[src/rtl/sync_ram_bw.sv]
// Single-port synchronous RAM with per-byte write enables, an optional
// extra read output register, and a zero-clear engine that runs after reset.
module sync_ram_bw #(
    parameter int unsigned ADDR_WIDTH    = 4,
    parameter int unsigned DATA_WIDTH    = 8,
    parameter int unsigned DEPTH         = 16,
    parameter int unsigned OUT_REG       = 0,
    parameter int unsigned INIT_ON_RESET = 1
) (
    input  logic                    clk,
    input  logic                    rst_n,
    input  logic                    en,
    input  logic                    we,
    input  logic [DATA_WIDTH/8-1:0] be,
    input  logic [ADDR_WIDTH-1:0]   addr,
    input  logic [DATA_WIDTH-1:0]   din,
    output logic [DATA_WIDTH-1:0]   dout,
    output logic                    rd_valid,
    output logic                    init_busy
);

    localparam int unsigned NUM_LANES = DATA_WIDTH / 8;
    localparam int unsigned IDX_W     = (DEPTH > 1) ? $clog2(DEPTH) : 1;
    localparam bit          FULL_MAP  = (64'(DEPTH) >= (64'(1) << ADDR_WIDTH));

    typedef enum logic {
        S_CLEAR = 1'b0,
        S_READY = 1'b1
    } state_e;

    localparam state_e RESET_STATE = (INIT_ON_RESET != 0) ? S_CLEAR : S_READY;

    // Control and output registers
    state_e                  state_q, state_d;
    logic [ADDR_WIDTH-1:0]   clr_ptr_q, clr_ptr_d;
    logic                    init_busy_q, init_busy_d;
    logic [DATA_WIDTH-1:0]   dout_q, dout_d;
    logic                    rd_valid_q, rd_valid_d;

    // Storage array; intentionally has no reset
    logic [DATA_WIDTH-1:0]   mem [DEPTH];

    // Shared write port (clear engine or user write) and read request
    logic                    mem_we_c;
    logic [IDX_W-1:0]        mem_idx_c;
    logic [NUM_LANES-1:0]    mem_be_c;
    logic [DATA_WIDTH-1:0]   mem_wdata_c;
    logic                    rd_req_c;
    logic                    addr_in_range_c;
    logic [DATA_WIDTH-1:0]   rd_word_c;

    // Read-completion stage feeding the output register
    logic                    rd_done_c;
    logic [DATA_WIDTH-1:0]   rd_done_data_c;

    // Out-of-range addresses only exist when DEPTH leaves part of the map unused
    generate
        if (FULL_MAP) begin : g_full_map
            assign addr_in_range_c = 1'b1;
        end else begin : g_part_map
            assign addr_in_range_c = (32'(addr) < DEPTH);
        end
    endgenerate

    // Unmapped addresses read as zero rather than aliasing onto real words
    assign rd_word_c = addr_in_range_c ? mem[IDX_W'(addr)] : '0;

    // Next-state, clear pointer and write-port steering
    always_comb begin
        state_d     = state_q;
        clr_ptr_d   = clr_ptr_q;
        mem_we_c    = 1'b0;
        mem_idx_c   = IDX_W'(clr_ptr_q);
        mem_be_c    = '0;
        mem_wdata_c = '0;
        rd_req_c    = 1'b0;

        // Nothing touches the array while reset is asserted
        if (rst_n) begin
            case (state_q)
                S_CLEAR: begin
                    mem_we_c  = 1'b1;
                    mem_be_c  = '1;
                    mem_idx_c = IDX_W'(clr_ptr_q);
                    if (clr_ptr_q == ADDR_WIDTH'(DEPTH - 1)) begin
                        state_d   = S_READY;
                        clr_ptr_d = '0;
                    end else begin
                        clr_ptr_d = clr_ptr_q + ADDR_WIDTH'(1);
                    end
                end
                S_READY: begin
                    if (en) begin
                        if (we) begin
                            mem_we_c    = addr_in_range_c;
                            mem_be_c    = be;
                            mem_idx_c   = IDX_W'(addr);
                            mem_wdata_c = din;
                        end else begin
                            rd_req_c = 1'b1;
                        end
                    end
                end
                default: begin
                    state_d = S_READY;
                end
            endcase
        end
    end

    // Busy flag follows the state the FSM is about to enter
    always_comb begin
        init_busy_d = (state_d == S_CLEAR);
    end

    // Optional pipeline stage between the array read and the output register
    generate
        if (OUT_REG != 0) begin : g_out_reg
            logic                  rd_pend_q, rd_pend_d;
            logic [DATA_WIDTH-1:0] rd_data_q, rd_data_d;

            // Capture the addressed word alongside its valid bit
            always_comb begin
                rd_pend_d = rd_req_c;
                rd_data_d = rd_req_c ? rd_word_c : rd_data_q;
            end

            // Stage register; reset drops any read in flight
            always_ff @(posedge clk) begin
                if (!rst_n) begin
                    rd_pend_q <= 1'b0;
                    rd_data_q <= '0;
                end else begin
                    rd_pend_q <= rd_pend_d;
                    rd_data_q <= rd_data_d;
                end
            end

            assign rd_done_c      = rd_pend_q;
            assign rd_done_data_c = rd_data_q;
        end else begin : g_no_out_reg
            assign rd_done_c      = rd_req_c;
            assign rd_done_data_c = rd_word_c;
        end
    endgenerate

    // Output register holds the last read word until another read completes
    always_comb begin
        rd_valid_d = rd_done_c;
        dout_d     = rd_done_c ? rd_done_data_c : dout_q;
    end

    // Control and output flops with synchronous active-low reset
    always_ff @(posedge clk) begin
        if (!rst_n) begin
            state_q     <= RESET_STATE;
            clr_ptr_q   <= '0;
            init_busy_q <= (INIT_ON_RESET != 0);
            dout_q      <= '0;
            rd_valid_q  <= 1'b0;
        end else begin
            state_q     <= state_d;
            clr_ptr_q   <= clr_ptr_d;
            init_busy_q <= init_busy_d;
            dout_q      <= dout_d;
            rd_valid_q  <= rd_valid_d;
        end
    end

    // Byte-lane masked array write
    always_ff @(posedge clk) begin
        if (mem_we_c) begin
            for (int i = 0; i < NUM_LANES; i++) begin
                if (mem_be_c[i]) begin
                    mem[mem_idx_c][8*i +: 8] <= mem_wdata_c[8*i +: 8];
                end
            end
        end
    end

    assign dout      = dout_q;
    assign rd_valid  = rd_valid_q;
    assign init_busy = init_busy_q;

endmodule

[config.mk]
export PLATFORM = sky130hd
export DESIGN_NAME = sync_ram_bw
export DESIGN_NICKNAME = d
export VERILOG_FILES = /design/src/rtl/sync_ram_bw.sv
export SDC_FILE = /design/constraint.sdc
export NUM_CORES = 1
export LEC_CHECK = 0
export ABC_AREA = 1
export ABC_CLOCK_PERIOD_IN_PS = 3950
export BUFFER_PORTS_ARGS = -buffer_cell sky130_fd_sc_hd__buf_2
export CAP_MARGIN = 20
export CORE_MARGIN = 10
export CORE_UTILIZATION = 50
export CTS_CLUSTER_DIAMETER = 50
export DETAILED_ROUTE_END_ITERATION = 10
export GPL_TIMING_DRIVEN = 0
export PLACE_DENSITY = 0.71
export REMOVE_ABC_BUFFERS = 1
export SYNTH_ARGS = -nofsm -noshare
export SYNTH_HDL_FRONTEND = slang
export SYNTH_SLANG_ARGS = --single-unit
export TNS_END_PERCENT = 20
[constraint.sdc]
create_clock -name clk -period 3.95 [get_ports clk]
set_input_delay 1.185 -clock clk [delete_from_list [all_inputs] [get_ports clk]]
set_output_delay 1.185 -clock clk [all_outputs]
set_load 0.05 [all_outputs]
---- After elaboration in Yosys (flattened, before gate mapping) ----
Memory sizes are Yosys's and may differ from the RTL's. A register that Yosys moved wholly into a read port is not among the register bits.
Cells that the tools add are included.
word-level totals
  bits in registers ....................... 7
  bits in writable memories ............... 128
  input bits .............................. 17
  output and inout bits ................... 10
  word-level logic and storage cells ...... 37
  memories kept ........................... 1
cells by class
  $add $sub $neg .......................... 1
  equal/unequal tests ..................... 1
  multiplexer cells ....................... 27
  bitwise logic cells ..................... 2
  reductions and logical operators ........ 1
memory list
  name  words  width  read ports  clocked after memory_dff  write ports  RTL line  text
  mem   16     8      1           1                         1            41        logic [DATA_WIDTH-1:0] mem [DEPTH];
operators by type and width
  cell                   count
  $mux W8                4
  $mux W1                16
  $mux W4                4
  $pmux W4 S2            1
  $add A4 B1 Y4 const B  1
  $eq A4 B4 Y1 const B   1
  $pmux W1 S2            2
  $not A1 Y1             2
  $logic_not A1 Y1       1

---- Depth between registers and ports, before layout ----
Gate-level depths: netlist (run 1).
  depth in word-level cells ............... 7
  gate-level depth with buffers ........... 11
  mapped depth without buffers ............ 9

---- Worst setup path before layout (run 1) ----
OpenSTA, ideal clock, no wires.
  path kind ............................... input port to flip-flop
  start point ............................. input addr[1]
  end point ............................... memory mem[0][0] (enable)
  setup time .............................. 370 ps
  arrival ................................. 2335 ps
  data required time ...................... 3580 ps
  path slack .............................. 1245 ps
  stages on the path ...................... 7
  buffers on the path ..................... 2
  path through ............................ buf_2 -> inv_1 -> buf_2 -> nand2_1 -> o21ai_0 -> nand2_1 -> nor2_1
on the way
  cells in the longest elaborated chain, start to end .. 4
ends and longest elaborated chain
  what         RTL line  text
  from (decl)  15        input logic [ADDR_WIDTH-1:0] addr,
  $mux W4      94        if (we) begin
  $mux W4      93        if (en) begin
  $pmux W4 S2  80        case (state_q)
  $mux W4      79        if (rst_n) begin
  to (decl)    41
Every way passes these cells.

---- Worst setup path after layout (run 1) ----
  start point ............................. input addr[1]
  end point ............................... memory mem[3][0] (enable)
Same word-level chain as after synthesis.

==> summary.txt, run 1 <==
Outcome
  • Status: finished clean

Layout
  • Final #Nets: 649
  • FILL cells: 979
  • Final std cells w/o fill: 791
  • Layout cell share with drive strength beyond 1: 0.1149
  • Commonest non-fill, non-tap cell in the layout: nand2_1
  • Synth-to-Final Area Change: 14.52%
  • Diodes inserted: 0
  • Non-Filler Cell Area, Final: 6978 um2
  • Most frequent cells in the layout: nand2_1, edfxtp_1, nand3_1, inv_1, nor2_1

Floorplanning
  • Die Height: 130.4 um
  • Die span in x: 130.4 um
  • # rows: 40
  • Top Ports: 27
  • Initial Util: 0.5094
  • Die Area: 17000 um2
  • Area of the core: 11960 um2

Yosys
  • Post-Synthesis Cells: 602
  • Sequential fraction of the synthesis area: 0.6801
  • Unique masters post-synth: 23
  • Yosys reg bits: 143
  • Syn avg cell area: 10.12 um2
  • Yosys top cell area share: 0.6308
  • Synth top area cells: edfxtp_1, nand2_1, nand3_1
  • Warnings, synthesis: 0
  • Dominant cell type by area after synthesis: edfxtp_1
  • Synth Cell Area: 6093 um2

Timing
  • Period minus WS final: 3.518 ns
  • Hold slack: 0.4764 ns
  • Final worst path period share: 0.8906
  • Final Hold Fails: 0
  • Setup violators final: 0
  • F_max: 0.2843 GHz
  • Worst Tran Pin Value: 1.089 ns
  • RSZ-0062 raised after global routing: false
  • Slew HR: 0.2714
  • Worst Skew: 0.005388 ns
  • Final setup margin: 0.4321 ns
  • Slew Viols, Final: 0

Place
  • Final HPWL DP: 8.299 mm
  • Inst Count DP: 752
  • Final Wtd Congestion: 0.8510
  • I/O Buffers: 26
  • Pre-CTS WS: -0.2351 ns
  • Post-DP Area: 6336 um2

Critical path
  • Critical Path RT: 4.00 ns
  • Critical Path Max Stage Delay: 0.70 ns
  • CP Launch Type: input pin
  • R2r worst-path depth: 8
  • Critical path data arrival time: 3.56 ns
  • Crit Path Class: input pin to flop
  • Critical-path cell list: buf_2 -> inv_1 -> buf_16 -> nand2_1 -> o21ai_0 -> inv_1 -> nand2_1 -> nor2_1
  • CP Max Fanout: 33
  • CP max-delay cell: nor2_1
  • Setup crit end kind: flop

Global route
  • First-pass GRT wire length: 21.18 mm
  • Largest net degree at the start of global routing: 52
  • Initial antenna violation count: 0
  • Grt ovf: 0
  • Aggregate global-route resource usage: 0.1660
  • Vias in the first global route: 4079

Drt
  • WL/cell: 16.88 um
  • DRT Pass-1 Iters: 5
  • Starting DRT DRC Count: 471
  • Final ANT Viol Nets: 0
  • Post-DR vias/cell: 5.262
  • Residual DRC: 0
  • Final WL: 13.35 mm
  • Via count: 4162

Pwr
  • Peak supply drop: 0.2950 mV
  • LEAKAGE: 3.042 nW
  • Power Dens Cells: 472.3 nW/um2

Clock tree
  • Clk buf depth: 2
  • H-tree Lvls: 4
  • TritonCTS buffer count: 17
  • Cts hold-fix bufs: 0
  • Worst-path clk slew: 0.06 ns
  • Clock latency on the worst-skew pair: 0.42 ns
  • CTS tree: built
  • Post-CTS sizing: 0
  • CTS Root Cell: clkbuf_16
  • Setup bufs post-CTS: 0
  • CTS sink cnt: 143

Job
  • Max Cap Viol: 0

Min path
  • Hold/Removal Path Class: flop to flop
  • Hold Crit Depth: 2
==> sequential cells by signal, indices dropped and copies added, names as in the netlist <==
register / cells
rd_valid: 1
clr_ptr_q: 4
init_busy: 1
state_q: 1
dout: 8
mem: 128
==> kinds of logic (layout without fill, tap and decap cells) <==
| logic type | after synthesis | count (layout) | share of synthesized area |
|---|---|---|---|
| simple gates | 351 | 351 | 0.2398 |
| fa+ha+maj | 1 | 1 | 0.002053 |
| compound gates | 23 | 23 | 0.02177 |
| flops | 143 | 143 | 0.6801 |
| buf+inv | 84 | 126 | 0.05626 |
==> worst paths after layout <==
check	from	slack (ns)	end
worst max-delay path	addr[1]	0.43	mem[3][0]$_DFFE_PP_
worst min-delay path	dout[6]$_SDFFE_PN0P_	0.48	dout[6]$_SDFFE_PN0P_
worst max register to register	state_q$_SDFF_PN0_	1.61	mem[9][2]$_DFFE_PP_
worst min register to register	dout[6]$_SDFFE_PN0P_	0.48	dout[6]$_SDFFE_PN0P_
==> area by class of cell <==
type,count,area (um2),share of cell area
inverters,58,220.2,0.03156
flip-flops and latches,143,4144,0.5939
multi-input cells,375,1607,0.2302
well taps,147,183.9,0.02636
clock inverters,14,125.1,0.01793
repair buffers,36,269.0,0.03855
clock buffers,18,429.2,0.06150
==> critical path: cells and delay by family <==
kind	cells	cell delay [ns]
compound gates	1	0.14
buf+inv	4	1.32
simple gates	3	0.90
==> through the flow <==
step | util | TNS (ns) | power (W)
global placement | 0.5254 | -133.80 | 0.001825
CTS | 0.5760 | 0 | 0.003311
floorplan | - | 0 | 0.001764
finish | 0.5834 | 0 | 0.003296
global route | 0.5834 | 0 | 0.003404
detailed placement | 0.5297 | -11.93 | 0.001833
==> synthesized netlist by cell type (all sizes together) <==
master  number
nand2      221
edfxtp     128
nand3       78
inv         56
nor2        51
buf         23
o21ai       18
dfxtp       15
a21oi        4
clkbuf       3
clkinv       2
a21boi       1
ha           1
nor3         1
==> routing by layer <==
layer,vias to the layer above,track usage,part of all wire
met1,2010,0.2054,0.43
li1,2028,-,-
met3,26,0.03425,0.055
met4,0,0.07914,0.023
met5,-,0,0
met2,98,0.2741,0.49
==> report_power, final <==
group / leakage (nW) / total [W] / internal, W / switching [W]
Sequential: 1.41 / 0.00165 / 0.00164 / 0.00000622
Combinational: 1.37 / 0.000155 / 0.0000453 / 0.000110
Clock: 0.263 / 0.00149 / 0.000912 / 0.000578
No activity file was read; power rests on OpenSTA's default activity.
==> inputs of run 2 (changes only) <==
- ABC_CLOCK_PERIOD_IN_PS: 3950 -> 3900
- CORE_MARGIN: 10 -> default
- clock period: 3.95 -> 3.9 ns (I/O delays scaled with it)
==> run 2 against run 1 <==
  * Global-route usage grew 5.5 points
  * Clock-buffer cell count grew 2
  * Via count shrank 0.60%
  * Largest power group unchanged
  * Sequential share of layout area shrank 0.20 points
  * Hold slack lost 0.0015 ns
  * Sequential power is essentially flat
==> summary.txt, run 2 (synthesis results as in run 1) <==
Place
  • Inst Count DP: 750
  • I/O Buffers: 26
  • Final HPWL DP: 8.030 mm
  • Pre-CTS WS: -0.1998 ns
  • Final Wtd Congestion: 0.8139

Job
  • Max Cap Viol: 0

Floorplanning
  • # rows: 39
  • Area of the core: 11660 um2
  • Top Ports: 27
  • Die Height: 112.4 um
  • Initial Util: 0.5225
  • Die Area: 12630 um2
  • Die span in x: 112.4 um

Timing
  • Slew Viols, Final: 0
  • Setup violators final: 0
  • Final Hold Fails: 0
  • Worst Tran Pin Value: 1.082 ns
  • Slew HR: 0.2762
  • Final setup margin: 0.4718 ns
  • Worst Skew: 0.005998 ns
  • Period minus WS final: 3.428 ns
  • Setup TNS Final: 0 ns
  • F_max: 0.2917 GHz
  • RSZ-0062 raised after global routing: false
  • Final worst path period share: 0.8790

Layout
  • Largest Register: mem
  • Post-Route Utilization: 0.6004
  • Diodes inserted: 0
  • FILL cells: 900
  • Most frequent cells in the layout: nand2_1, edfxtp_1, nand3_1, inv_1, nor2_1
  • Final std cells w/o fill: 785
  • Layout cell share with drive strength beyond 1: 0.1215
  • Synth-to-Final Area Change: 14.91%
  • Area of the multi-input gates: 1607 um2
  • Commonest non-fill, non-tap cell in the layout: nand2_1
  • Final #Nets: 647
  • FF/Latch Area: 4144 um2
  • Largest register FFs: 128

Pwr
  • LEAKAGE: 3.069 nW
  • Peak supply drop: 0.4393 mV
  • Power Dens Cells: 490.2 nW/um2

Clock tree
  • Post-CTS sizing: 0
  • Worst-path clk slew: 0.06 ns
  • Clk buf depth: 2
  • Setup bufs post-CTS: 0
  • CTS tree: built
  • H-tree Lvls: 4
  • CTS sink cnt: 143
  • Clock latency on the worst-skew pair: 0.41 ns
  • CTS Root Cell: clkbuf_16
  • TritonCTS buffer count: 17
  • Cts hold-fix bufs: 0

Global route
  • First-pass GRT wire length: 20.34 mm
  • Aggregate global-route resource usage: 0.2215
  • Grt ovf: 0
  • Largest net degree at the start of global routing: 52
  • Initial antenna violation count: 0
  • Vias in the first global route: 3981

Critical path
  • CP Max Fanout: 17
  • Delay-heaviest family, CP: buffers and inverters
  • Crit path from: addr[2]
  • Crit Path Class: input pin to flop
  • Critical path data arrival time: 3.47 ns
  • Critical-path cell list: buf_2 -> clkinv_1 -> o21ai_4 -> nand3_1 -> nor2_1
  • R2r setup slk: 1.59 ns
  • CP Launch Type: input pin
  • Critical Path Max Stage Delay: 0.69 ns
  • Stages on worst setup path: 5
  • R2R Path End: mem[11][3]$_DFFE_PP_
  • R2r startpoint: state_q$_SDFF_PN0_
  • Crit path to: mem[5][5]$_DFFE_PP_
  • Setup crit end kind: flop
  • CP max-delay cell: nor2_1
  • Buf+Inv Stages, Crit Path: 2
  • R2r worst-path depth: 8
  • Critical Path RT: 3.94 ns

Drt
  • Residual DRC: 0
  • WL/cell: 16.56 um
  • Starting DRT DRC Count: 420
  • Final WL: 13.00 mm
  • Post-DR vias/cell: 5.270
  • Final ANT Viol Nets: 0
  • Via count: 4137
  • DRT Pass-1 Iters: 5

Outcome
  • Status: finished clean

Min path
  • Hold/Removal Path Class: flop to flop
run 2: cell count changes in the layout (fill, tap and decap cells not counted), sizes merged:
cell	previous run	this run
bufinv	2	1
clkinv	11	9
inv	56	59
clkinvlp	3	1
clkbuf	18	20
buf	36	34
run 2: layout make-up:
cell class | instances | share of cell area
Sequential cell | 143 | 0.5919
Multi-Input combinational cell | 375 | 0.2294
Clock buffer | 20 | 0.07148
Timing Repair Buffer | 34 | 0.03574
Inverter | 58 | 0.03145
Tap cell | 143 | 0.02555
Clock inverter | 12 | 0.01447
run 2: metrics by stage:
step                hold slack, ns  instance area, um2  power (W)
floorplan                   0.4561                5971   0.001786
global placement            0.4616                6280   0.001849
detailed placement          0.4613                6354   0.001857
CTS                         0.4723                6955   0.003442
global route                0.5036                7002   0.003529
finish                      0.4749                7002   0.003432
run 2: worst min-delay path by stage:
stage / from / to / slack, ns / cells past startpoint
6_report: dout[1]$_SDFFE_PN0P_ / dout[1]$_SDFFE_PN0P_ / 0.47 / 2
3_5_place_dp: dout[1]$_SDFFE_PN0P_ / dout[1]$_SDFFE_PN0P_ / 0.46 / 2
5_1_grt: dout[1]$_SDFFE_PN0P_ / dout[1]$_SDFFE_PN0P_ / 0.50 / 2
4_1_cts: dout[1]$_SDFFE_PN0P_ / dout[1]$_SDFFE_PN0P_ / 0.47 / 2
2_1_floorplan: clr_ptr_q[3]$_SDFFE_PN0N_ / clr_ptr_q[3]$_SDFFE_PN0N_ / 0.46 / 1
3_3_place_gp: dout[1]$_SDFFE_PN0P_ / dout[1]$_SDFFE_PN0P_ / 0.46 / 2
run 2: tightest hold or removal path, cell delays in order, from the launching register on:
cell and delay, ns:
dfxtp_1 0.31, nand3_1 0.07, nand2_1 0.05
run 2: metal layers:
metal	GRT usage	vias to the layer above	part of all wire
li1	-	2029	-
met1	0.2774	1955	0.42
met2	0.3718	130	0.50
met3	0.04590	23	0.055
met4	0.1031	0	0.020
met5	0	-	0
run 2: report_power, final:
group / internal (W) / leakage (nW) / switching [W]
sequential: 0.00167 / 1.41 / 0.00000671
combinational: 0.0000460 / 1.35 / 0.000112
clock: 0.000989 / 0.302 / 0.000613
